### src/rtl/wb_timer_pkg.sv
// Shared types, reset values and byte-merge helper for the Wishbone machine timer.
package wb_timer_pkg;

    // Register selected by adr[3:2]
    typedef enum logic [1:0] {
        MTIME_LO    = 2'd0,
        MTIME_HI    = 2'd1,
        MTIMECMP_LO = 2'd2,
        MTIMECMP_HI = 2'd3
    } reg_e;

    localparam logic [63:0] MTIME_RST    = 64'h0000_0000_0000_0000;
    localparam logic [63:0] MTIMECMP_RST = 64'hFFFF_FFFF_FFFF_FFFF;

    // Byte-masked merge: lanes with sel[i] set take new_val, others keep old_val
    function automatic logic [31:0] apply_sel(input logic [31:0] old_val,
                                              input logic [31:0] new_val,
                                              input logic [3:0]  sel);
        logic [31:0] res;
        res = old_val;
        for (int i = 0; i < 4; i++) begin
            if (sel[i]) begin
                res[8*i +: 8] = new_val[8*i +: 8];
            end
        end
        return res;
    endfunction

endpackage

### src/rtl/if_wb.sv
// Wishbone B4 pipelined bus bundle.
// clk, rst: bus clock and asynchronous active-high reset.
// slave modport: adr/dat_i/sel/we/cyc/stb in, dat_o/ack/err/stall out.
interface if_wb (
    input logic clk,
    input logic rst
);
    logic [31:0] adr;
    logic [31:0] dat_i;
    logic [31:0] dat_o;
    logic [3:0]  sel;
    logic        we;
    logic        cyc;
    logic        stb;
    logic        ack;
    logic        err;
    logic        stall;

    modport slave (
        input  clk, rst, adr, dat_i, sel, we, cyc, stb,
        output dat_o, ack, err, stall
    );

    modport master (
        input  clk, rst, dat_o, ack, err, stall,
        output adr, dat_i, sel, we, cyc, stb
    );
endinterface

### src/rtl/wb_timer.sv
// RISC-V machine timer (64-bit mtime/mtimecmp) behind a Wishbone B4 pipelined slave port.
// Ports:
//   wb        - Wishbone slave (clk, rst, adr, dat_i, sel, we, cyc, stb -> dat_o, ack, err, stall)
//   timer_irq - level interrupt, registered (mtime >= mtimecmp)
// Parameters:
//   PRESCALE  - clock cycles per mtime increment (1..65535)
//   ADR_WIDTH - address bits decoded inside the slave window
module wb_timer
    import wb_timer_pkg::*;
#(
    parameter int unsigned PRESCALE  = 1,
    parameter int unsigned ADR_WIDTH = 14
) (
    if_wb.slave  wb,
    output logic timer_irq
);

    localparam int unsigned       PCNT_W   = (PRESCALE > 1) ? $clog2(PRESCALE) : 1;
    localparam logic [PCNT_W-1:0] PCNT_MAX = PCNT_W'(PRESCALE - 1);

    logic [PCNT_W-1:0] pcnt, pcnt_d;
    logic [63:0]       mtime, mtime_d;
    logic [63:0]       mtimecmp, mtimecmp_d;
    logic [31:0]       hi_shadow, hi_shadow_d;
    logic [31:0]       dat_q, dat_d;
    logic              ack_q, ack_d;
    logic              err_q, err_d;
    logic              access, bad, wr, rd, tick;
    reg_e              idx;

    // Address bits above the decoded window belong to the interconnect
    if (ADR_WIDTH < 32) begin : g_adr_unused
        logic adr_unused;
        assign adr_unused = ^wb.adr[31:ADR_WIDTH];
    end

    // Access decode and prescaler tick
    always_comb begin
        access = wb.cyc & wb.stb;
        bad    = (wb.adr[1:0] != 2'b00) | (|wb.adr[ADR_WIDTH-1:4]);
        wr     = access & ~bad & wb.we;
        rd     = access & ~bad & ~wb.we;
        idx    = reg_e'(wb.adr[3:2]);
        tick   = (pcnt == PCNT_MAX);
        pcnt_d = tick ? '0 : pcnt + PCNT_W'(1);
    end

    // Next register state and response; a write to either mtime half overrides the tick
    always_comb begin
        mtime_d     = tick ? mtime + 64'd1 : mtime;
        mtimecmp_d  = mtimecmp;
        hi_shadow_d = hi_shadow;
        dat_d       = '0;
        ack_d       = access & ~bad;
        err_d       = access & bad;

        if (wr) begin
            case (idx)
                MTIME_LO:    mtime_d = {mtime[63:32], apply_sel(mtime[31:0], wb.dat_i, wb.sel)};
                MTIME_HI:    mtime_d = {apply_sel(mtime[63:32], wb.dat_i, wb.sel), mtime[31:0]};
                MTIMECMP_LO: mtimecmp_d[31:0]  = apply_sel(mtimecmp[31:0], wb.dat_i, wb.sel);
                MTIMECMP_HI: mtimecmp_d[63:32] = apply_sel(mtimecmp[63:32], wb.dat_i, wb.sel);
                default:     mtimecmp_d = mtimecmp;
            endcase
        end

        // Reading lo snapshots hi so a following hi read is coherent with it
        if (rd) begin
            case (idx)
                MTIME_LO: begin
                    dat_d       = mtime[31:0];
                    hi_shadow_d = mtime[63:32];
                end
                MTIME_HI:    dat_d = hi_shadow;
                MTIMECMP_LO: dat_d = mtimecmp[31:0];
                MTIMECMP_HI: dat_d = mtimecmp[63:32];
                default:     dat_d = '0;
            endcase
        end
    end

    // State registers
    always_ff @(posedge wb.clk or posedge wb.rst) begin
        if (wb.rst) begin
            pcnt      <= '0;
            mtime     <= MTIME_RST;
            mtimecmp  <= MTIMECMP_RST;
            hi_shadow <= '0;
            dat_q     <= '0;
            ack_q     <= 1'b0;
            err_q     <= 1'b0;
            timer_irq <= 1'b0;
        end else begin
            pcnt      <= pcnt_d;
            mtime     <= mtime_d;
            mtimecmp  <= mtimecmp_d;
            hi_shadow <= hi_shadow_d;
            dat_q     <= dat_d;
            ack_q     <= ack_d;
            err_q     <= err_d;
            timer_irq <= (mtime >= mtimecmp);
        end
    end

    // Responses are dropped if the master abandons the cycle
    assign wb.ack   = ack_q & wb.cyc;
    assign wb.err   = err_q & wb.cyc;
    assign wb.dat_o = (ack_q & wb.cyc) ? dat_q : '0;
    assign wb.stall = 1'b0;

endmodule

### src/flat_wrapper.sv
// flat-port wrapper written by rule: the top's interface ports become plain ports
module wb_timer_flat import wb_timer_pkg::*;
#(
    parameter int unsigned PRESCALE  = 1,
    parameter int unsigned ADR_WIDTH = 14
)
  (timer_irq, clk, rst, wb_adr, wb_dat_i, wb_sel, wb_we, wb_cyc, wb_stb, wb_dat_o, wb_ack, wb_err, wb_stall);
  if_wb wb_i (.clk(clk), .rst(rst));
  output logic timer_irq;
  input wire logic clk;
  input wire logic rst;
  input wire logic [$bits(wb_i.adr)-1:0] wb_adr;
  input wire logic [$bits(wb_i.dat_i)-1:0] wb_dat_i;
  input wire logic [$bits(wb_i.sel)-1:0] wb_sel;
  input wire logic [$bits(wb_i.we)-1:0] wb_we;
  input wire logic [$bits(wb_i.cyc)-1:0] wb_cyc;
  input wire logic [$bits(wb_i.stb)-1:0] wb_stb;
  output wire logic [$bits(wb_i.dat_o)-1:0] wb_dat_o;
  output wire logic [$bits(wb_i.ack)-1:0] wb_ack;
  output wire logic [$bits(wb_i.err)-1:0] wb_err;
  output wire logic [$bits(wb_i.stall)-1:0] wb_stall;
  assign wb_i.adr = wb_adr;
  assign wb_i.dat_i = wb_dat_i;
  assign wb_i.sel = wb_sel;
  assign wb_i.we = wb_we;
  assign wb_i.cyc = wb_cyc;
  assign wb_i.stb = wb_stb;
  assign wb_dat_o = wb_i.dat_o;
  assign wb_ack = wb_i.ack;
  assign wb_err = wb_i.err;
  assign wb_stall = wb_i.stall;
  wb_timer #(.PRESCALE(PRESCALE), .ADR_WIDTH(ADR_WIDTH)) u_core (.wb(wb_i), .timer_irq(timer_irq));
endmodule
### config.mk
export PLATFORM = sky130hd
export DESIGN_NAME = wb_timer_flat
export DESIGN_NICKNAME = d
export VERILOG_FILES = /design/src/rtl/wb_timer_pkg.sv /design/src/rtl/if_wb.sv /design/src/rtl/wb_timer.sv /design/src/flat_wrapper.sv
export SDC_FILE = /design/constraint.sdc
export NUM_CORES = 1
export LEC_CHECK = 0
export ABC_CLOCK_PERIOD_IN_PS = 9400
export CORE_MARGIN = 8
export CORE_UTILIZATION = 58
export CTS_CLUSTER_DIAMETER = 100
export CTS_CLUSTER_SIZE = 10
export DETAILED_ROUTE_END_ITERATION = 7
export PLACE_DENSITY = 0.81
export SLEW_MARGIN = 20
export SYNTH_ARGS = -nofsm -noshare
export SYNTH_HDL_FRONTEND = slang
export SYNTH_SLANG_ARGS = --single-unit
### constraint.sdc
create_clock -name clk -period 9.4 [get_ports clk]
set_clock_uncertainty 0.15 [all_clocks]
set_input_delay 1.88 -clock clk [delete_from_list [all_inputs] [get_ports clk]]
set_output_delay 1.88 -clock clk [all_outputs]
set_load 0.005 [all_outputs]
==> impl_results.md <==
- Outcome: complete, no violations
- DRT antenna net count: 0
- Core ar.: about 20000 um^2
- Drc violations: 0
- Die ar.: 24890 um^2
- P_leak: 5.500 nW
- Ports: 109
- Global-route wire length before repair: between 40 and 50 mm
- TritonRoute pass-1 iters: 5
- CP Launch Type: primary input
- Fin crit share: a little over half
- Largest net degree at the start of global routing: about 120
- Area of placed instances: 12730 um^2
- Via-to-Cell Ratio: ~6.4
- Hpwl dp: around 22 mm
- Clk Latency, worst-skew pair: between 0.4 and 0.5 ns
- CP Max Fanout: 37
- Unrepaired setup endpoints after global routing: no
- Initial antenna violation count: 2
- GR Util All Layers: between 20% and 30%
- CP Capture Type: output port
- Sequential Power Share: 50.0%
- Switch Pwr: about 0.47 mW
- Final cell count without fillers: between 1000 and 1500
- Root buf cell: clkbuf_16
- Max Cap Violations: 0
- Clk slew on worst S/H paths: about 0.07 ns
- IO buf count: 89
- CTS Hold Bufs: 0
- Netlist Area Pre-Place: about 12000 um^2
- Layout cell share with drive strength beyond 1: 21.87%
- Endpoints failing hold: 0
- Syn Nets: approximately 1300
- Slew margin rel.: 25.25%
- Routed WL per cell: about 21 um
- Vias in the first global route: about 9300
- Num rows: 52
- EDFF count, synth: 0
- Hold crit path type: flop to flop
- Post-layout util: 66.67%
- Die Y: about 160 um
- GR Overflow Total: 0
- Iteration-0 DRC Markers: 908
- Worst slew pin tran: 1.112 ns
- Count of final setup violators: 0
- Mapped Avg Cell Area: 10.44 um^2
- Clock Path Buffers: 2
- Clock sinks: 195
- Num CTS Buffers: 17
- Area grow syn2layout: 14.22%
- # placed instances: 1436
- Htree depth: 4
- DRT Wirelength: 30.69 mm
- Sw Share: 26.46%
- Crit path arrival time: 3.12 ns
- Internal power: 1.300 mW
- Final-stage net count: approximately 1300
- VDD IR max: 0.1210 mV
- Top FF cell, synth: dfrtp_1
- Worst Hold Margin: approximately 0.34 ns
- Final Cell Area: 13320 um^2
- Tmin final: slightly above 5 ns
- Initial Utilization: 58.37%
- Post-CTS setup buffers: 0
- Post-Syn Instances: ~1100
- Fmax: just under 200 MHz
- Synth async-reset ratio: between 90% and 100%
- Pwr per Cell Area: 132.7 nW/um^2
- Setup TNS: 0 ns
- Routed via count: 9461
- Final GP Congestion: roughly 0.97
- Crit path kind: primary input to output port
- Register bit total from synthesis: 195
- CTS tree: built
- Cts repair resizes: 0
- Synth warn: 0
- Post-synth cell types: between 60 and 70
- Slew Limit Fails: 0
- Combinational Power Share: around 8.0%
- Register area share after synthesis: between 40% and 50%
- CP Data Required Time: around 7.4 ns
- Clock share of power: between 40% and 50%
- Die X: 157.8 um
## synth_stat cells, types with 3 or more instances
cell type  instances  area, um^2
nand2_1           74       277.8
ha_1              65       813.3
inv_1             79       296.5
a21o_1             5       37.54
a21oi_1           61       305.3
o31ai_1            9       67.56
a311oi_1          11       96.34
nand3_1           40       200.2
clkbuf_1          29       108.9
or4_1              9       67.56
a41oi_1            4       35.03
buf_1              6       22.52
nor4_1            10       62.56
o22a_1             4       35.03
nor2b_1           35       219.0
nand2b_1           7       43.79
nor4_2             5       62.56
or3_1              4       25.02
o32ai_1            7       61.31
mux2i_1            4       40.04
dfstp_2           64        1682
a211oi_1          13       97.59
and2_1             4       25.02
nor3_1            28       140.1
o221a_2            5       56.30
and4_1            10       87.58
o211ai_1           7       52.55
o21a_1            11       82.58
nor2_2             8       50.05
a2111oi_0          3       26.28
a21boi_0           3       22.52
a31oi_1            6       37.54
and3_1            52       325.3
dfrtp_1          131        3278
o22ai_1            8       50.05
mux4_2            31       698.2
nand4_1           20       125.1
o21ai_0           28       140.1
nor2_1            76       285.3
buf_6              4       45.04
buf_2              9       45.04
mux2_2            94        1059
## routing by layer
metal	global-route usage (%)	wire length (um)	part of all wire [%]
met1	33.35	12520	41
met5	0	13	0.042
met4	9.112	928	3.0
met2	41.79	14830	48
met3	5.132	2390	7.8
## sequential cells by signal, summed over array words and instances, names as in the netlist
signal and cells:
u_core.mtime 64, u_core.timer_irq 1, u_core.ack_q 1, u_core.mtimecmp 64, u_core.hi_shadow 32, u_core.err_q 1
u_core.dat_q 32
## path summary, 6_finish.rpt
kind / startpoint / depth (start not counted) / end / slack (ns)
min in group asynchronous: rst / 2 / u_core.dat_q[0] / 1.82
worst min-delay path: u_core.hi_shadow[22] / 1 / u_core.hi_shadow[22] / 0.34
worst max register to register: u_core.mtimecmp[33] / 8 / u_core.timer_irq / 6.00
max in group asynchronous: rst / 3 / u_core.hi_shadow[23] / 5.81
worst min register to register: u_core.hi_shadow[22] / 1 / u_core.hi_shadow[22] / 0.34
worst max-delay path: wb_cyc / 3 / wb_dat_o[22] / 4.25
## final cells by class
class | count | area (um^2)
Multi-Input combinational cell | 794 | 6182
Fill cell | 1507 | 6658
Sequential cell | 195 | 4960
Clock buffer | 17 | 425.4
Timing Repair Buffer | 98 | 943.4
Inverter | 79 | 304.0
Clock inverter | 15 | 161.4
Antenna cell | 1 | 2.502
Tap cell | 270 | 337.8
## power by group through the flow
stage / Combinational (mW) / Clock [mW] / Sequential, mW
finish: 0.141 / 0.742 / 0.884
global route: 0.156 / 0.776 / 0.888
CTS: 0.142 / 0.747 / 0.882
detailed placement: 0.139 / 0 / 0.897
global placement: 0.136 / 0 / 0.896
floorplan: 0.0920 / 0 / 0.883
## through the flow
step                      worst slack [ns]  power [mW]
after floorplan                      2.164      0.9754
after global placement               3.473       1.032
after detailed placement             3.373       1.036
after CTS                            3.374       1.771
after global routing                 4.135       1.820
final                                4.246       1.767
## cell families after synthesis
kind of cell             Yosys count  synth area share [%]
AND/OR/NAND/NOR                  393                 18.40
flip-flops                       195                 42.54
buffers and inverters            128                 4.507
AO/OA/AOI/OAI                    203                 11.73
multiplexers                     131                 15.73
XOR/XNOR                           1               0.07514
adder cells (fa/ha/maj)           65                 6.976
other                              1               0.03216
## cell usage in the layout, fill, tap and decap left out, types with 9 or more instances in the layout
cell type,count
dfrtp_1,131
mux2_2,94
clkdlybuf4s50_1,86
inv_1,78
nor2_1,76
nand2_1,74
ha_1,65
dfstp_2,64
a21oi_1,61
and3_1,52
nand3_1,40
nor2b_1,35
mux4_2,31
nor3_1,28
o21ai_0,28
nand4_1,20
clkbuf_16,17
a211oi_1,13
a311oi_1,11
o21a_1,11
nor4_1,10
and4_1,10
or4_1,9
o31ai_1,9
buf_4,9
## critical path: stages
cell,delay [ns]
buf_2,0.46
and3_1,0.26
clkdlybuf4s50_1,0.52
Power figures use the tool's default switching activity.
